==> config.mk <==
export PLATFORM = sky130hd
export DESIGN_NAME = lsu_gather
export DESIGN_NICKNAME = d
export VERILOG_FILES = /design/src/rtl/lsu_gather_pkg.sv /design/src/rtl/lsu_gather_lane_picker.sv /design/src/rtl/lsu_gather.sv
export SDC_FILE = /design/constraint.sdc
export NUM_CORES = 1
export LEC_CHECK = 0
export CORE_MARGIN = 10
export CORE_UTILIZATION = 52
export DETAILED_ROUTE_END_ITERATION = 12
export HOLD_SLACK_MARGIN = 0.02
export PLACE_DENSITY = 0.85
export REMOVE_ABC_BUFFERS = 1
export SYNTH_ARGS = -nofsm -noshare
export SYNTH_HDL_FRONTEND = slang
export SYNTH_SLANG_ARGS = --single-unit
==> constraint.sdc <==
create_clock -name clk -period 3.9 [get_ports clk]
set_input_delay 0.39 -clock clk [delete_from_list [all_inputs] [get_ports clk]]
set_output_delay 0.39 -clock clk [all_outputs]
set_load 0.05 [all_outputs]
==> src/rtl/lsu_gather_pkg.sv <==
`default_nettype none
// ============================================================================
//  Module      : lsu_gather_pkg
//  Description : Shared types and default widths for the gather/scatter LSU
//                and the shared memory it talks to.
//  Revision    : 1.0 - initial release
// ============================================================================
package lsu_gather_pkg;

    // Control states of the gather/scatter sequencer
    typedef enum logic [1:0] {
        IDLE  = 2'd0,
        ISSUE = 2'd1,
        WAIT  = 2'd2,
        RESP  = 2'd3
    } lsu_state_t;

    // Default geometry shared with shared_memory
    localparam int c_DEF_NUM_LANES  = 4;
    localparam int c_DEF_DATA_WIDTH = 8;
    localparam int c_DEF_ADDR_WIDTH = 4;

    // Width of a lane index; never narrower than one bit
    function automatic int lane_idx_width(input int n);
        return (n > 1) ? $clog2(n) : 1;
    endfunction

endpackage
`default_nettype wire

==> src/rtl/lsu_gather_lane_picker.sv <==
`default_nettype none
// ============================================================================
//  Module      : lsu_gather_lane_picker
//  Description : Lowest-set-bit priority encoder used to pick the next lane
//                to issue. o_found is low when the mask is empty.
//  Revision    : 1.0 - initial release
// ============================================================================
module lsu_gather_lane_picker #(
    parameter int NUM_LANES = 4,
    parameter int LANE_W    = 2
) (
    input  logic [NUM_LANES-1:0] i_mask,
    output logic [LANE_W-1:0]    o_idx,
    output logic                 o_found
);

    // Scan from the top down so the lowest set bit is the last one written
    always_comb begin
        o_idx   = '0;
        o_found = 1'b0;
        for (int i = NUM_LANES - 1; i >= 0; i--) begin
            if (i_mask[i]) begin
                o_idx   = LANE_W'(i);
                o_found = 1'b1;
            end
        end
    end

endmodule
`default_nettype wire

==> src/rtl/lsu_gather.sv <==
`default_nettype none
// ============================================================================
//  Module      : lsu_gather
//  Description : Gather/scatter load-store unit. Accepts one vector request,
//                serializes active lanes onto a single memory port (one lane
//                per cycle), collects load data and returns one response.
//  Revision    : 1.0 - initial release
// ============================================================================
module lsu_gather
    import lsu_gather_pkg::*;
#(
    parameter int NUM_LANES  = c_DEF_NUM_LANES,
    parameter int DATA_WIDTH = c_DEF_DATA_WIDTH,
    parameter int ADDR_WIDTH = c_DEF_ADDR_WIDTH
) (
    input  logic                                 clk,
    input  logic                                 rst,
    input  logic                                 i_req_valid,
    output logic                                 o_req_ready,
    input  logic                                 i_req_write,
    input  logic [NUM_LANES-1:0]                 i_req_mask,
    input  logic [NUM_LANES-1:0][ADDR_WIDTH-1:0] i_req_addr,
    input  logic [NUM_LANES-1:0][DATA_WIDTH-1:0] i_req_wdata,
    output logic                                 o_resp_valid,
    input  logic                                 i_resp_ready,
    output logic [NUM_LANES-1:0][DATA_WIDTH-1:0] o_resp_rdata,
    output logic                                 o_mem_read_en,
    output logic                                 o_mem_write_en,
    output logic [ADDR_WIDTH-1:0]                o_mem_addr,
    output logic [DATA_WIDTH-1:0]                o_mem_write_data,
    input  logic [DATA_WIDTH-1:0]                i_mem_read_data
);

    localparam int LANE_W = lane_idx_width(NUM_LANES);

    lsu_state_t                           r_state;
    lsu_state_t                           w_state_nxt;
    logic                                 r_write;
    logic [NUM_LANES-1:0]                 r_mask_rem;
    logic [NUM_LANES-1:0]                 w_mask_rem_nxt;
    logic [NUM_LANES-1:0][ADDR_WIDTH-1:0] r_addr;
    logic [NUM_LANES-1:0][DATA_WIDTH-1:0] r_wdata;
    logic [NUM_LANES-1:0][DATA_WIDTH-1:0] r_rdata;
    logic [LANE_W-1:0]                    r_pend_lane;
    logic                                 r_pend_vld;
    logic [LANE_W-1:0]                    w_lane;
    logic                                 w_found;
    logic                                 w_accept;

    assign w_accept     = (r_state == IDLE) && i_req_valid;
    assign o_resp_rdata = r_rdata;

    lsu_gather_lane_picker #(
        .NUM_LANES (NUM_LANES),
        .LANE_W    (LANE_W)
    ) u_picker (
        .i_mask  (r_mask_rem),
        .o_idx   (w_lane),
        .o_found (w_found)
    );

    // Sequencer state register; reset drops strobes at once since they decode from state
    always_ff @(posedge clk or posedge rst) begin
        if (rst) begin
            r_state <= IDLE;
        end else begin
            r_state <= w_state_nxt;
        end
    end

    // Next-state, handshake and memory-port decode
    always_comb begin
        w_state_nxt      = r_state;
        w_mask_rem_nxt   = r_mask_rem;
        o_req_ready      = 1'b0;
        o_resp_valid     = 1'b0;
        o_mem_read_en    = 1'b0;
        o_mem_write_en   = 1'b0;
        o_mem_addr       = '0;
        o_mem_write_data = '0;
        case (r_state)
            IDLE: begin
                o_req_ready = 1'b1;
                if (i_req_valid) begin
                    w_mask_rem_nxt = i_req_mask;
                    w_state_nxt    = (|i_req_mask) ? ISSUE : RESP;
                end
            end
            ISSUE: begin
                if (w_found) begin
                    o_mem_addr = r_addr[w_lane];
                    if (r_write) begin
                        o_mem_write_en   = 1'b1;
                        o_mem_write_data = r_wdata[w_lane];
                    end else begin
                        o_mem_read_en = 1'b1;
                    end
                end
                w_mask_rem_nxt = r_mask_rem & ~(NUM_LANES'(1) << w_lane);
                if (w_mask_rem_nxt == '0) begin
                    // Loads need one more cycle for the last lane's data to land
                    w_state_nxt = r_write ? RESP : WAIT;
                end
            end
            WAIT: begin
                w_state_nxt = RESP;
            end
            RESP: begin
                o_resp_valid = 1'b1;
                if (i_resp_ready) begin
                    w_state_nxt = IDLE;
                end
            end
            default: begin
                w_state_nxt = IDLE;
            end
        endcase
    end

    // Request latch, remaining-lane mask and overlapped load-data capture
    always_ff @(posedge clk or posedge rst) begin
        if (rst) begin
            r_write     <= 1'b0;
            r_mask_rem  <= '0;
            r_addr      <= '0;
            r_wdata     <= '0;
            r_rdata     <= '0;
            r_pend_lane <= '0;
            r_pend_vld  <= 1'b0;
        end else begin
            r_mask_rem <= w_mask_rem_nxt;
            r_pend_vld <= o_mem_read_en;
            if (o_mem_read_en) begin
                r_pend_lane <= w_lane;
            end
            if (w_accept) begin
                r_write <= i_req_write;
                r_addr  <= i_req_addr;
                r_wdata <= i_req_wdata;
                r_rdata <= '0;
            end else if (r_pend_vld) begin
                r_rdata[r_pend_lane] <= i_mem_read_data;
            end
        end
    end

endmodule
`default_nettype wire

======== Word level (Yosys, flattened, before mapping) ========
Index checks and enable logic that the tools add are counted.
word-level totals
  output and inout port bits .............. 48
  input bits .............................. 65
  logic and storage cells ................. 76
  flip-flop bits (word level) ............. 90
operators by class
  shifts and indexed selects .............. 1
  bitwise operators ....................... 2
  muxes and demuxes ....................... 38
  eq/ne operators ......................... 6
  $lt $le $gt $ge ......................... 3
  reduce and logical (&&, ||, !) cells .... 9
operator list
  cell                 count
  $mux 32              2
  $mux 8               5
  $bwmux 32            1
  $bmux 8 s2           1
  $demux 8 s2          1
  $mux 2               8
  $mux 4               4
  $mux 1               13
  $bmux 4 s2           1
  $pmux 2 s4           1
  $pmux 4 s2           1
  $lt 2x3->1 const B   2
  $ne 2x2->1 const B   3
  $and 4x4->4          1
  $eq 2x2->1 const B   2
  $logic_not 4->1      1
  $not 4->4            1
  $reduce_bool 2->1    2
  $reduce_or 4->1      1
  $shl 1x2->4 const A  1
  $reduce_and 3->1     1
  $eq 2x1->1 const B   1
  $ge 2x1->1 const B   1
  $logic_and 1x1->1    2
  2 further kinds      2

======== Depth between registers and ports, before layout ========
Gate-level depths: netlist (run 1).
  depth after elaboration ................. 10
  gate-level depth with buffers ........... 9
  mapped depth without buffers ............ 5

======== Cells and area by module ========
Synthesis (run 1) repeated with hierarchy kept, for this count alone.
second synthesis, totals
  cells, all modules ...................... 305
  area, all modules ....................... 4169.0 um^2
modules (own cells, without submodules)
  module                  cells an instance  instances  area each (um^2)  seq. area each (um^2)
  lsu_gather              298                1          4134.0            2252.2
  lsu_gather_lane_picker  7                  1          35.0              0.0

======== Worst setup path before layout (run 1) ========
Ideal clock, no wire load.
  path type ............................... reg-to-output
  from .................................... register r_state[1]
  to ...................................... output o_mem_read_en
  arrival time ............................ 2.111 ns
  slack ................................... 1.399 ns
  cell stages (with the launch flop) ...... 5
  cell sequence ........................... dfrtp_1 -> inv_1 -> ha_1 -> nor2b_1 -> a21boi_0
between the ends
  word-level cells in the longest chain between the ends .. 2
RTL lines
  item                      RTL line          source
  start: declaration        lsu_gather.sv:36  lsu_state_t r_state;
  start signal: assignment  lsu_gather.sv:67  r_state <= w_state_nxt;
  $eq 2x1->1                lsu_gather.sv:81  case (r_state)
  $mux 1                    lsu_gather.sv:81
  end: declaration          lsu_gather.sv:27  output logic o_mem_read_en,
No other way between the ends.

======== Final worst setup path (run 1) ========
  from .................................... register r_mask_rem[2]
  to ...................................... output o_mem_write_data[5]
between the ends
  word-level cells in the longest chain between the ends .. 8
RTL lines
  item                          RTL line                      source
  start: declaration            lsu_gather.sv:39              logic [NUM_LANES-1:0] r_mask_rem;
  start signal: assignment      lsu_gather.sv:131             r_mask_rem <= w_mask_rem_nxt;
  $mux 2 (3 in a row)           lsu_gather_lane_picker.sv:22  if (i_mask[i]) begin
  $bmux 8 s2                    lsu_gather.sv:94              o_mem_write_data = r_wdata[w_lane];
  $mux 8 (not written as such)  lsu_gather.sv:94
  $mux 8                        lsu_gather.sv:92              if (r_write) begin
  $mux 8 (*)                    lsu_gather.sv:90              if (w_found) begin
  $mux 8 (*)                    lsu_gather.sv:81
  end: declaration              lsu_gather.sv:30              output logic [DATA_WIDTH-1:0] o_mem_write_data,
Every way passes the cells marked *; elsewhere a longest branch is shown, timed or not. The select of a mux whose other input is x is not followed.

==> results.yml, run 1 <==
layout:
  area_growth_pct: 31.4
  fin_nets: 501
  antennaDiodeCount: 0
  fin_util: 0.706
  drive_above_1_share: 0.160
  stdcell_count: 539
worst_setup_path:
  cp_top_family: "buffers and inverters"
  cpPeakStageDelay_ns: 0.85
  path_cells: "nor2b_1 > a22oi_1 > o22ai_1 > clkdlybuf4s50_1"
  critPathLaunchType: "register"
  end_kind: "primary output"
  worstPathRequired_ns: 3.51
  cp_num_buf_inv: 1
  crit_type: "reg2out"
  cpMaxStageDelayCell: "clkdlybuf4s50_1"
  worstPathMaxFanout: 23
  cp_data_arrival_time_ns: 3.05
clock_network:
  cts_tree: "done"
  cts_setup_buffers: 0
  ctsHoldBuffers: 0
  clockBufferDepth: 2
  clockRootBuffer: "clkbuf_8"
  cts_resized: 0
  clkSinkCount: 90
  htree_num_levels: 3
  cts_buffers: 9
  clock_latency_ns: 0.34
  clkTransAtPathRegs_ns: 0.08
pwr:
  power_frac_clock: 0.154
  peakVddDrop_v: 0.000404
  p_leak_nw: 2.46
  power.internal_mw: 2.56
  p_sw_frac: 0.402
  total_power_mw: 4.27
  p_comb_frac: 0.463
  powerDensity_nw_per_um2: 783
  seqPwrFrac: 0.383
  p_sw_mw: 1.72
timing:
  period_needed_ns: 3.44
  rsz0062_at_grt: "false"
  finalSetupTns_ns: 0
  postLayoutSetupSlackWorst_ns: 0.464
  setup_violations: 0
  timing.slew.headroom: 0.303
  drv_slew: 0
  max_freq_mhz: 291
  worst_pin_slew_ns: 1.05
  period_share: 0.881
  fin_skew_ns: 0.00535
  hold_violations: 0
die:
  core_um2: 7730
  die_x_um: 109
  die_h_um: 109
  die_area_um2: 12000
  fp-row-count: 32
  pin_count: 113
  start_util: 0.537
place:
  dpl_worst_slack_ns: 0.835
  gp_congestion: 0.777
  dp_cells: 524
  hpwlAfterDp_um: 7350
  portBuffers: 112
logic_synthesis:
  synth_top_area_frac: 0.542
  synth-edff-count: 0
  ys_types: 40
  synth_seq_area_share: 0.542
  yosysMostFrequentCell: "dfrtp_1"
  synthesis.area_um2: 4150
  yosysWarnings: 0
  synth_flop_cell: "dfrtp_1"
  synth_largest_area_cell: "dfrtp_1"
  synth_top_cells_by_area: "dfrtp_1, mux2_2, mux2i_1"
  syn_avg_cell_area_um2: 12.6
  ys_async_sr_fraction: 1.00
  synth_common_cells: "dfrtp_1, mux2_2, nor2_1"
  syn-instance-count: 330
  yosys_register_bits: 90
route:
  drc_errors: 0
  dr.pass1.iters: 4
  drtAntennaViolNets: 0
  viasPerCell: 5.55
  wl_um: 10100
  drt-initial-drc-count: 191
  avgRoutedWirePerCell_um: 18.7
  vias: 2990
flow_run:
  drv_cap: 0
global_routing:
  grt_pass1_wl_um: 16100
  grt_pass1_vias: 3195
  grt_use_total: 0.169
  grt_overflow: 0
  grt_max_degree: 86
  antenna_found_initial: 0
min_path:
  min-delay-path-class: "reg2reg"
run_status:
  status: "finished clean"
sequential cells by signal, indices dropped and copies added (netlist names):
signal,count
r_write,1
r_pend_lane,2
r_addr,16
r_mask_rem,4
r_pend_vld,1
o_resp_rdata,32
r_wdata,32
r_state,2
layer usage:
layer | track usage | part of all wire
met3 | 0.0556 | 0.088
met1 | 0.206 | 0.42
met5 | 0 | 0
met2 | 0.272 | 0.47
met4 | 0.0651 | 0.020
per-stage QoR:
step                      cell area [um^2]  hold WS (ns)
after floorplan                       3980         0.475
after CTS                             5460         0.515
after global placement                5260         0.490
after detailed placement              5260         0.492
final                                 5460         0.512
after global routing                  5460         0.528
cell usage in the layout, fill, tap and decap left out, drive strengths merged, types with 2 or more instances in the layout:
cell,n
nor4,2
o22ai,13
or2,2
a211oi,2
clkdlybuf4s50,112
nor2b,6
o21ai,3
mux2i,34
ha,3
clkinv,2
a21oi,11
mux2,49
nand3b,2
nand2b,3
nor3,3
a22oi,18
nand3,2
inv,4
dfrtp,90
nor3b,2
bufinv,2
nor2,36
o2bb2ai,2
and3b,6
clkbuf,12
nand2,2
buf,4
worst register-to-register path, delay by kind of cell, from the launching register on:
| family | cells | cell delay (ns) |
|---|---|---|
| DFF | 1 | 0.43 |
| adders and majority gates | 1 | 0.38 |
| buffers and inverters | 1 | 0.10 |
| muxes | 1 | 0.47 |
| and+or+nand+nor | 1 | 0.93 |
final cells by class:
type | count | area [um^2]
clock inverter | 3 | 65.1
multi-input combinational | 211 | 1710
sequential | 90 | 2250
tap | 102 | 128
timing repair buffer | 116 | 1150
fill | 556 | 2270
clock buffer | 12 | 135
inverter | 5 | 20.0
cells by family after synthesis:
logic type	synth area share
adders and majority gates	0.00904
and+or+nand+nor	0.0841
muxes	0.225
AOI/OAI and AO/OA	0.0928
buffers and inverters	0.0467
DFF	0.542
final timing paths:
check	startpoint	end	slack, ns	depth (start not counted)
max in group asynchronous	rst	r_addr[12]	2.57	3
setup / recovery	r_mask_rem[2]	o_mem_write_data[5]	0.46	4
hold / removal	r_addr[0]	r_addr[0]	0.51	1
setup reg to reg	r_state[0]	r_wdata[6]	1.48	4
min in group asynchronous	rst	o_resp_rdata[8]	0.52	2
hold reg to reg	r_addr[0]	r_addr[0]	0.51	1
power by group through the flow:
stage / Combinational, mW / Clock, mW / Sequential (mW)
after detailed placement: 1.99 / 0 / 1.65
after global routing: 2.11 / 0.716 / 1.69
after floorplan: 1.08 / 0 / 1.90
after CTS: 1.99 / 0.675 / 1.64
final: 1.98 / 0.660 / 1.64
after global placement: 1.93 / 0 / 1.63
Power figures use the tool's default switching activity.
==> inputs of run 2 (changes only) <==
--- a/config.mk
+++ b/config.mk
@@ -5,6 +5,7 @@
 export SDC_FILE = /design/constraint.sdc
 export NUM_CORES = 1
 export LEC_CHECK = 0
+export CAP_MARGIN = 20
 export CORE_MARGIN = 10
 export CORE_UTILIZATION = 52
 export DETAILED_ROUTE_END_ITERATION = 12
==> results of run 2 <==
The final DEF is identical to that of run 1; final timing and power are the same.
